===== config.mk =====
export PLATFORM = sky130hd
export DESIGN_NAME = top_system
export DESIGN_NICKNAME = d
export VERILOG_FILES = /design/src/rtl/top_system_pkg.sv /design/src/rtl/top_system_dp.sv /design/src/rtl/top_system_fsm.sv /design/src/rtl/top_system.sv
export SDC_FILE = /design/constraint.sdc
export NUM_CORES = 1
export LEC_CHECK = 0
export BUFFER_PORTS_ARGS = -buffer_cell sky130_fd_sc_hd__clkbuf_2
export CAP_MARGIN = 0
export CORE_ASPECT_RATIO = 0.7
export CORE_MARGIN = 2
export CORE_UTILIZATION = 45
export DETAILED_ROUTE_END_ITERATION = 10
export PLACE_DENSITY = 0.66
export SYNTH_ARGS = -nofsm -noshare
export SYNTH_HDL_FRONTEND = slang
export SYNTH_SLANG_ARGS = --single-unit

===== constraint.sdc =====
create_clock -name clk -period 3 [get_ports clk]
set_clock_uncertainty 0.05 [all_clocks]
set_input_delay 0.3 -clock clk [delete_from_list [all_inputs] [get_ports clk]]
set_output_delay 0.3 -clock clk [all_outputs]
set_load 0.05 [all_outputs]

===== src/rtl/top_system_pkg.sv =====
// rtl/top_system_pkg.sv - shared state encoding and op constants for the up/down counter
package top_system_pkg;

    typedef enum logic [1:0] {
        INIT = 2'b00,
        WAIT = 2'b01,
        UP   = 2'b10,
        DOWN = 2'b11
    } state_t;

    localparam logic OP_INC = 1'b1;
    localparam logic OP_DEC = 1'b0;

endpackage


===== src/rtl/top_system_dp.sv =====
// rtl/top_system_dp.sv - counter register with increment/decrement and zero/max status
// Ports: clk, rst_n (async active-low), c_clr, c_ld, op (controls),
//        c (count), z (count is zero), m (count is all ones).
module top_system_dp
    import top_system_pkg::*;
#(
    parameter int WIDTH = 16
) (
    input  logic             clk,
    input  logic             rst_n,
    input  logic             c_clr,
    input  logic             c_ld,
    input  logic             op,
    output logic [WIDTH-1:0] c,
    output logic             z,
    output logic             m
);

    // Clear wins over load so INIT always leaves the register at zero.
    always_ff @(posedge clk or negedge rst_n) begin
        if (!rst_n) begin
            c <= '0;
        end else if (c_clr) begin
            c <= '0;
        end else if (c_ld) begin
            if (op == OP_INC) begin
                c <= c + WIDTH'(1);
            end else begin
                c <= c - WIDTH'(1);
            end
        end
    end

    assign z = (c == '0);
    assign m = (c == '1);

endmodule


===== src/rtl/top_system_fsm.sv =====
// rtl/top_system_fsm.sv - control FSM turning u/d requests into clear/load/op controls
// Ports: clk, rst_n (async active-low), u, d (requests), z, m (datapath status),
//        c_clr, c_ld, op (datapath controls).
// TOP_SYSTEM_WRAP_EN: when defined, load is not gated by the z/m status flags.
module top_system_fsm
    import top_system_pkg::*;
(
    input  logic clk,
    input  logic rst_n,
    input  logic u,
    input  logic d,
    input  logic z,
    input  logic m,
    output logic c_clr,
    output logic c_ld,
    output logic op
);

    state_t current_state;

    // The request decode is identical from every non-INIT state, so UP<->DOWN
    // moves directly without passing through WAIT.
    always_ff @(posedge clk or negedge rst_n) begin
        if (!rst_n) begin
            current_state <= INIT;
        end else if (current_state == INIT) begin
            current_state <= WAIT;
        end else if (u && !d) begin
            current_state <= UP;
        end else if (d && !u) begin
            current_state <= DOWN;
        end else begin
            current_state <= WAIT;
        end
    end

    // Moore decode of the state; load is additionally gated by the status
    // flags so the register saturates instead of wrapping.
    always_comb begin
        c_clr = 1'b0;
        c_ld  = 1'b0;
        op    = OP_DEC;
        case (current_state)
            INIT: c_clr = 1'b1;
            UP: begin
                op = OP_INC;
`ifdef TOP_SYSTEM_WRAP_EN
                c_ld = 1'b1;
`else
                c_ld = ~m;
`endif
            end
            DOWN: begin
                op = OP_DEC;
`ifdef TOP_SYSTEM_WRAP_EN
                c_ld = 1'b1;
`else
                c_ld = ~z;
`endif
            end
            default: ;
        endcase
    end

endmodule


===== src/rtl/top_system.sv =====
// rtl/top_system.sv - saturating up/down event counter top (FSM + datapath)
// Ports: clk, reset (async active-low), u (count up), d (count down), c_out (live count).
// TOP_SYSTEM_WRAP_EN: when defined, the count wraps at the ends instead of saturating.
module top_system
    import top_system_pkg::*;
#(
    parameter int WIDTH = 16
) (
    input  logic             clk,
    input  logic             reset,
    input  logic             u,
    input  logic             d,
    output logic [WIDTH-1:0] c_out
);

    logic c_clr;
    logic c_ld;
    logic op;
    logic z;
    logic m;

    top_system_fsm fsm (
        .clk   (clk),
        .rst_n (reset),
        .u     (u),
        .d     (d),
        .z     (z),
        .m     (m),
        .c_clr (c_clr),
        .c_ld  (c_ld),
        .op    (op)
    );

    top_system_dp #(.WIDTH(WIDTH)) dp (
        .clk   (clk),
        .rst_n (reset),
        .c_clr (c_clr),
        .c_ld  (c_ld),
        .op    (op),
        .c     (c_out),
        .z     (z),
        .m     (m)
    );

endmodule


==> flow_metrics.py, run 1 <==
metrics = {
    "outcome": {
        "outcome": "finished, final reports clean",
    },
    "clock_tree": {
        "htreeDepth": 1,
        "cts_setup_buffers": 0,
        "cts_num_sinks": 18,
        "clkTransAtPathRegs_ns": 0.07,
        "cts_tree": "yes",
        "clockBufferDepth": 2,
        "cts_buffers": 3,
        "clockRootBuffer": "clkbuf_8",
        "clk_latency_ns": 0.25,
    },
    "logic_synthesis": {
        "yosys_register_bits": 18,
        "synthCells": 165,
        "avgSynthCellArea_um2": 8.971,
        "synth_area_um2": 1480,
        "ys_seq_area_frac": 0.3043,
        "synthFlopType": "dfrtp_1",
        "yosys_warnings": 0,
        "synth-edff-count": 0,
        "synthArstFlopShare": 1.000,
        "ys_types": 35,
        "synth_fp_nets": 188,
    },
    "worst_setup_path": {
        "worst-endpoint-arrival_ns": 2.71,
        "critical_path.top_delay_family": "compound AO/OA/AOI/OAI gates",
        "crit_chain": "inv_1 -> nand2_2 -> ha_1 -> o211ai_1 -> o211ai_1 -> nand2_1 -> o21ai_0 -> buf_4 -> mux2i_1 -> o221ai_1",
        "r2r_start": "fsm.current_state[0]",
        "path_class": "reg2reg",
        "cp.buffers_inverters": 2,
        "max_stage_delay_ns": 0.44,
        "worstSetupStartpoint": "fsm.current_state[0]",
        "worstPathRequired_ns": 3.07,
        "timing.critical_path.mode_cell": "o211ai_1",
        "endpoint_kind": "flip-flop",
        "start_kind": "flip-flop",
        "cpMaxStageDelayCell": "ha_1",
        "cp_max_fo": 13,
    },
    "layout": {
        "drive_gt1_frac": 0.1658,
        "final_cell_mix": "19 x nand2_1, 19 x clkbuf_2, 18 x ha_1, 18 x dfrtp_1, 13 x a21oi_1",
        "stdcell_count": 225,
        "fin_nets": 211,
        "multiInputGateArea_um2": 980.9,
        "antenna_cells": 0,
        "ff_latch_area_um2": 450.4,
        "syn2layout_area_growth_pct": 13.52,
        "nFillCells": 298,
    },
    "drt": {
        "num_vias": 1353,
        "ant_nets": 0,
        "drc_errors": 0,
        "wl_per_cell_um": 16.21,
        "routed_wl_um": 3648,
        "drt-pass1-iter-count": 4,
        "via_per_inst": 6.013,
        "drt_iter0_markers": 113,
    },
    "grt": {
        "grt_antenna_before_repair": 0,
        "grt_first_pass_wirelength_um": 6334,
        "grt_pass1_vias": 1263,
        "grt_max_degree": 19,
        "grt_use_total": 0.2149,
        "grt-ovfl-total": 0,
    },
    "place": {
        "gp_congestion": 0.8677,
        "io_buffers": 19,
        "dp.cells": 220,
        "dpl.hpwl_um": 2809,
    },
    "timing": {
        "layout_min_cycle_time_ns": 2.640,
        "rsz0062_at_grt": "false",
        "setup_viol": 0,
        "finalHoldViolCount": 0,
        "slew_headroom": 0.4887,
        "finalMaxSlewViolations": 0,
        "max_freq_mhz": 378.8,
        "fin_crit_sh": 0.8800,
        "finalSetupTns_ns": 0,
        "worst_slew_pin_slew_ns": 0.7641,
    },
    "floorplan": {
        "row_count": 17,
        "floorplan.die.width_um": 72.55,
        "initial_core_util": 0.4702,
        "ioPinCount": 20,
        "coreArea_um2": 3148,
        "fp.dieH_um": 51.99,
        "die_area_um2": 3772,
    },
    "hold_path": {
        "worstHoldStart": "u",
        "worstHoldPathType": "in2reg",
    },
    "run": {
        "drv_cap": 0,
    },
}
-- worst min-delay path: cells and delay by family --
| family | cells | cell delay, ns |
|---|---|---|
| adder cells (fa/ha/maj) | 1 | 0.12 |
| buffers and inverters | 1 | 0.08 |
| AND/OR/NAND/NOR | 1 | 0.04 |
-- per-stage QoR --
step	utilization	hold slack, ns	area [um^2]	setup slack [ns]
2_1_floorplan	-	-0.04559	1480	0.5020
3_3_place_gp	0.5123	0.2194	1613	0.2932
3_5_place_dp	0.5123	0.2250	1613	0.2635
4_1_cts	0.5330	0.2543	1678	0.2238
5_1_grt	0.5338	0.2651	1680	0.1292
6_report	0.5338	0.2600	1680	0.3599
-- final cells by class --
cell class | count | area share
Tap cell | 38 | 0.02829
Sequential cell | 18 | 0.2681
Multi-Input combinational cell | 138 | 0.5838
Inverter | 3 | 0.006701
Timing Repair Buffer | 24 | 0.08042
Clock buffer | 4 | 0.03276
-- path summary, 6_finish.rpt --
| kind | to | cells past startpoint | slack [ns] |
|---|---|---|---|
| max | dp.c[15] | 10 | 0.36 |
| min | fsm.current_state[1] | 3 | 0.26 |
| max reg2reg | dp.c[15] | 10 | 0.36 |
| min reg2reg | fsm.current_state[0] | 1 | 0.52 |
| max in group asynchronous | dp.c[11] | 2 | 2.10 |
| min in group asynchronous | dp.c[3] | 2 | 0.48 |
-- logic make-up after synthesis --
group           after synthesis  synth area share
compound gates               53            0.2409
xor+xnor                     12           0.07101
fa+ha+maj                    19            0.1657
buf+inv                       9           0.03465
flops                        18            0.3043
mux                           3           0.02113
simple gates                 51            0.1623
-- registers in the layout, summed over array words and instances, names as in the netlist --
register,cells
fsm.current_state,2
dp.c,16
-- Yosys cell counts (all sizes together), types with 2 or more instances --
master,n,area [um^2]
nand4,5,31.28
nor2,11,48.80
o31ai,5,37.54
a21oi,13,65.06
and2,3,18.77
inv,3,11.26
a31oi,3,18.77
nand2,20,75.07
buf,5,36.28
xor2,6,52.55
o211ai,2,15.01
a21o,5,37.54
a22o,7,61.31
xnor2,6,52.55
mux2i,2,20.02
ha,18,225.2
nor4,5,31.28
dfrtp,18,450.4
nor3,2,10.01
nand3,5,25.02
o21ai,9,45.04
a211oi,2,15.01
-- routing by layer --
layer  up-vias  global-route usage  wire length [um]  share of wire
met3         2             0.02907               252          0.069
li1        662                   -                 -              -
met5         -                   0                 0              0
met1       628              0.3298              1856           0.51
met2        61              0.3182              1516           0.42
met4         0             0.04321                22         0.0060
-- timing repair --
item,in CTS,in global routing
hold buffers,1,0
setup endpoints to repair,0,2
resized for setup,0,1
hold endpoints to repair,18,0
Power of run 1 is left out: the tool's default activity adds up to more than one toggle a clock period on the data nets, which glitch-free logic cannot reach.
==> run 2: changes to the inputs <==
- CORE_ASPECT_RATIO: 0.7 -> 1.25
- PLACE_DENSITY: 0.66 -> 0.65
- SYNTH_HIERARCHICAL: not set -> 1
==> run 2 against run 1 <==
Sequential share of layout area down 2.1 points. Via count increased by 11%. Critical path depth decreased by 1. Wire length up 12%. Global-route usage shrank 0.24 points. Synthesized cell count increased by 10%. Area after synthesis up 8.2%. Setup slack lost 0.096 ns.
==> flow_metrics.py, run 2 <==
metrics = {
    "clock_tree": {
        "htreeDepth": 1,
        "cts_tree": "yes",
        "clkTransAtPathRegs_ns": 0.07,
        "clockBufferDepth": 2,
        "clockRootBuffer": "clkbuf_8",
        "clk_latency_ns": 0.26,
        "cts_buffers": 3,
        "cts_num_sinks": 18,
    },
    "floorplan": {
        "coreArea_um2": 3453,
        "ioPinCount": 20,
        "initial_core_util": 0.4638,
        "die_area_um2": 4055,
        "floorplan.die.width_um": 57.36,
        "fp.dieH_um": 70.70,
        "row_count": 24,
    },
    "hold_path": {
        "worstHoldStart": "u",
        "worstHoldPathType": "in2reg",
    },
    "layout": {
        "syn2layout_area_growth_pct": 13.67,
        "final_cell_mix": "19 x clkbuf_2, 18 x dfrtp_1, 17 x nor2_1, 15 x ha_1, 12 x a21oi_1",
        "drive_gt1_frac": 0.1650,
        "top_register": "dp/c",
        "antenna_cells": 0,
        "post-route-util": 0.5272,
        "largest_reg_flops": 16,
        "final_common_cell": "clkbuf_2",
        "nFillCells": 334,
        "top_regs": "dp/c (16), fsm/current_state (2)",
        "fin_nets": 228,
        "multiInputGateArea_um2": 1111,
        "ff_latch_area_um2": 450.4,
    },
    "worst_setup_path": {
        "cp_max_fo": 8,
        "cp.buffers_inverters": 2,
        "worstPathRequired_ns": 3.11,
        "path_class": "reg2reg",
        "endpoint_kind": "flip-flop",
        "r2r_start": "fsm/current_state[0]",
        "start_kind": "flip-flop",
        "critical_path.top_delay_family": "compound AO/OA/AOI/OAI gates",
        "max_stage_delay_ns": 0.41,
        "crit_chain": "and2b_2 -> clkinvlp_4 -> buf_4 -> ha_1 -> a21oi_2 -> o21ai_1 -> a311o_1 -> a22o_1 -> o41ai_2",
        "worst-endpoint-arrival_ns": 2.85,
        "cpMaxStageDelayCell": "dfrtp_1",
        "worstSetupStartpoint": "fsm/current_state[0]",
    },
    "logic_synthesis": {
        "synthCells": 182,
        "synth.most_common_cell": "dfrtp_1",
        "yosysTopAreaCell": "dfrtp_1",
        "synth_fp_nets": 202,
        "synthFlopType": "dfrtp_1",
        "yosys_warnings": 6,
        "yosys_register_bits": 18,
        "ys_seq_area_frac": 0.2813,
        "avgSynthCellArea_um2": 8.800,
        "synth_area_um2": 1602,
        "synth-edff-count": 0,
        "synth_area_leaders": "dfrtp_1 28%, ha_1 12%, nor2_1 4.0%",
        "ys_types": 47,
        "synthArstFlopShare": 1.000,
        "synth_top_area_frac": 0.2813,
        "synth_commonest_cells": "18 x dfrtp_1, 17 x nor2_1, 15 x ha_1",
    },
    "timing": {
        "finalMaxSlewViolations": 0,
        "max_freq_mhz": 365.4,
        "slew_headroom": 0.6594,
        "setup_viol": 0,
        "rsz0062_at_grt": "false",
        "worst_slew_pin_slew_ns": 0.5090,
        "fin_crit_sh": 0.9122,
        "finalHoldViolCount": 0,
        "finalSetupTns_ns": 0,
        "layout_min_cycle_time_ns": 2.736,
    },
    "grt": {
        "grt_pass1_vias": 1428,
        "grt_use_total": 0.2125,
        "grt_max_degree": 23,
        "grt-ovfl-total": 0,
        "grt_antenna_before_repair": 0,
        "grt_first_pass_wirelength_um": 6844,
    },
    "place": {
        "io_buffers": 19,
        "gp_congestion": 0.9646,
        "dpl.hpwl_um": 3016,
    },
    "run": {
        "drv_cap": 0,
    },
    "drt": {
        "wl_per_cell_um": 16.71,
        "num_vias": 1496,
        "via_per_inst": 6.106,
        "drt-pass1-iter-count": 4,
        "drc_errors": 0,
        "routed_wl_um": 4094,
        "ant_nets": 0,
        "drt_iter0_markers": 51,
    },
    "outcome": {
        "outcome": "finished, final reports clean",
    },
}
## run 2: logic make-up after synthesis
logic type / Yosys count / synth area share
xor gates and xnor gates: 12 / 0.06562
DFF: 18 / 0.2812
adders and majority gates: 16 / 0.1297
muxes: 6 / 0.03828
buffers and inverters: 10 / 0.02499
AOI/OAI and AO/OA: 58 / 0.2508
and+or+nand+nor: 62 / 0.2094
## run 2: layout make-up
type / count / share of cell area
sequential: 18 / 0.2474
inverter: 6 / 0.01443
timing repair buffer: 25 / 0.07835
multi-input combinational: 154 / 0.6103
clock buffer: 3 / 0.02268
tap: 39 / 0.02680
## run 2: per-stage QoR
step,worst slack (ns),hold slack (ns),std cells,instance area [um^2]
after detailed placement,0.1690,0.2423,238,1743
after global placement,0.2713,0.2338,238,1743
final,0.2635,0.2686,245,1821
after CTS,0.1634,0.2670,242,1794
after global routing,0.1328,0.2670,245,1821
after floorplan,0.4916,-0.04559,182,1602
## run 2: layer usage
metal,up-vias,GRT usage,wire length (um)
met5,-,0,0
met4,0,0.06202,64
met3,6,0.02559,109
met2,25,0.3548,2084
met1,722,0.2862,1835
li1,743,-,-
## run 2: final timing paths
check / endpoint / slack (ns) / cells past startpoint
max in group asynchronous: dp/c[0] / 2.08 / 2
min in group asynchronous: dp/c[11] / 0.48 / 2
worst min-delay path: fsm/current_state[1] / 0.27 / 3
worst max register to register: dp/c[14] / 0.26 / 9
worst min register to register: fsm/current_state[0] / 0.47 / 1
worst max-delay path: dp/c[14] / 0.26 / 9
## run 2: repair_timing
item                                   in CTS  in global routing
endpoints found under the hold margin      18                  0
setup buffers                               0                  3
hold buffers                                1                  0
gates resized for setup                     0                  1
setup endpoints to repair                   0                  3
## run 2: worst reg2reg max path, delay by kind of cell, from the launching register on
kind	cells	cell delay, ns
and+or+nand+nor	1	0.27
DFF	1	0.41
AOI/OAI and AO/OA	5	1.18
buffers and inverters	2	0.36
adders and majority gates	1	0.37
Power of run 2 is left out for the same reason.
==> run 3: changes to the inputs <==
- PLACE_DENSITY: 0.65 -> 0.68
- clock period: 3 -> 2.5 ns (I/O delays scaled with it)
==> run 3 against run 2 <==
Die area stayed put. Sequential cell count did not move. Non-clock buffer count grew 25. Critical path depth is the same. Maximum frequency grew 13%. Wire length increased by 21%. Setup slack worse by 0.19 ns. Register-to-register slack got worse by 0.19 ns. Via count is 13% higher. Count of clock-buffer cells in the layout increased by 1. Sequential share of layout area fell by 3.4 points. Largest cell class unchanged. Highest routed layer unchanged.
==> flow_metrics.py, run 3 (same netlist as run 2, synthesis figures left out) <==
metrics = {
    "clock_tree": {
        "cts_num_sinks": 18,
        "clockRootBuffer": "clkbuf_8",
        "cts_tree": "yes",
        "htreeDepth": 1,
        "cts_buffers": 3,
        "clockBufferDepth": 2,
        "clk_latency_ns": 0.26,
        "clkTransAtPathRegs_ns": 0.08,
    },
    "place": {
        "gp_congestion": 1.019,
        "dpl.hpwl_um": 3690,
        "io_buffers": 19,
    },
    "layout": {
        "final_cell_mix": "28 x buf_4, 19 x clkbuf_2, 18 x dfrtp_1, 17 x nor2_1, 12 x ha_1",
        "largest_reg_flops": 16,
        "nFillCells": 298,
        "top_regs": "dp/c (16), fsm/current_state (2)",
        "post-route-util": 0.6120,
        "top_register": "dp/c",
        "fin_nets": 253,
        "final_common_cell": "buf_4",
        "antenna_cells": 0,
        "syn2layout_area_growth_pct": 31.95,
        "drive_gt1_frac": 0.3190,
    },
    "worst_setup_path": {
        "crit_chain": "and2b_2 -> inv_2 -> buf_6 -> ha_1 -> and4_1 -> and3_1 -> nand2_1 -> o2111a_1 -> a221o_1",
        "endpoint_kind": "flip-flop",
        "worstPathRequired_ns": 2.60,
        "cp.buffers_inverters": 2,
        "path_class": "reg2reg",
        "cpMaxStageDelayCell": "dfrtp_1",
        "critical_path.top_delay_family": "simple AND/OR/NAND/NOR gates",
        "start_kind": "flip-flop",
        "max_stage_delay_ns": 0.38,
        "worst-endpoint-arrival_ns": 2.53,
        "cp_max_fo": 8,
    },
    "grt": {
        "grt_pass1_vias": 1654,
        "grt_max_degree": 20,
        "grt_most_used_layer": "met2",
        "met2_usage": 0.4091,
        "grt_use_total": 0.2490,
        "grt-ovfl-total": 0,
        "grt_first_pass_wirelength_um": 7928,
        "grt_antenna_before_repair": 0,
        "use_met1": 0.3265,
        "use_met3": 0.02559,
    },
    "drt": {
        "wl_per_cell_um": 18.30,
        "drc_errors": 0,
        "ant_nets": 0,
        "routed_wl_um": 4960,
        "via_per_inst": 6.251,
        "drt_iter0_markers": 110,
        "drt-pass1-iter-count": 4,
        "num_vias": 1694,
    },
    "timing": {
        "fin_crit_sh": 0.9721,
        "finalMaxSlewViolations": 0,
        "layout_min_cycle_time_ns": 2.430,
        "setup_viol": 0,
        "holdWs_ns": 0.2036,
        "max_freq_mhz": 411.5,
        "worst_slew_pin_slew_ns": 0.4941,
        "finalHoldViolCount": 0,
        "slew_headroom": 0.6706,
        "finalSetupTns_ns": 0,
    },
    "floorplan": {
        "coreArea_um2": 3453,
        "fp.dieH_um": 70.70,
        "die_area_um2": 4055,
        "ioPinCount": 20,
        "floorplan.die.width_um": 57.36,
        "initial_core_util": 0.4638,
        "row_count": 24,
    },
    "outcome": {
        "outcome": "finished, final reports clean",
    },
    "hold_path": {
        "worstHoldPathType": "in2reg",
    },
    "run": {
        "drv_cap": 0,
    },
}
[run 3: cell types whose count changed in the layout (fill, tap and decap cells not counted), sizes merged]
cell,change
inv,+1
clkbuf,+1
buf,+25
clkinvlp,-1
[run 3: final timing paths]
kind | from | endpoint | slack, ns | cells past startpoint
max in group asynchronous | reset | dp/c[8] | 1.64 | 2
worst max-delay path | fsm/current_state[0] | dp/c[13] | 0.07 | 9
min in group asynchronous | reset | fsm/current_state[1] | 0.42 | 2
worst min register to register | fsm/current_state[0] | fsm/current_state[0] | 0.56 | 2
worst max register to register | fsm/current_state[0] | dp/c[13] | 0.07 | 9
worst min-delay path | u | fsm/current_state[1] | 0.20 | 3
[run 3: repair_timing]
| action | CTS | global route |
|---|---|---|
| endpoints found under the hold margin | 18 | 0 |
| gates cloned | 0 | 0 |
| gates resized for setup | 1 | 17 |
| pin swaps | 0 | 6 |
| endpoints found under the setup margin | 1 | 7 |
| hold buffers | 1 | 0 |
| buffers inserted | 0 | 2 |
[run 3: worst register-to-register path, cell delays in order (launching register included)]
cell and delay [ns]:
dfrtp_1 0.38, and2b_2 0.23, inv_2 0.06, buf_6 0.14, ha_1 0.36, and4_1 0.26, and3_1 0.23, nand2_1 0.11
o2111a_1 0.24, a221o_1 0.25
[run 3: metal layers]
metal  routed length (um)  share of wire
met3                  234          0.047
met4                  112          0.023
met5                    0              0
met1                 2149           0.43
met2                 2463           0.50
[run 3: through the flow]
step | std cells | setup WS, ns | instance area (um^2)
floorplan | 182 | -0.008358 | 1602
global placement | 264 | 0.07136 | 1951
detailed placement | 264 | 0.01828 | 1951
CTS | 269 | 0.001654 | 2018
global route | 271 | -0.03247 | 2113
finish | 271 | 0.06967 | 2113
[run 3: layout make-up]
cell class	count	area [um^2]	area share
tap	39	48.80	0.02309
inverter	6	22.52	0.01066
timing repair buffer	50	346.6	0.1640
clock buffer	4	55.05	0.02605
multi-input combinational	154	1190	0.5631
sequential	18	450.4	0.2131
Power of run 3 is left out for the same reason.
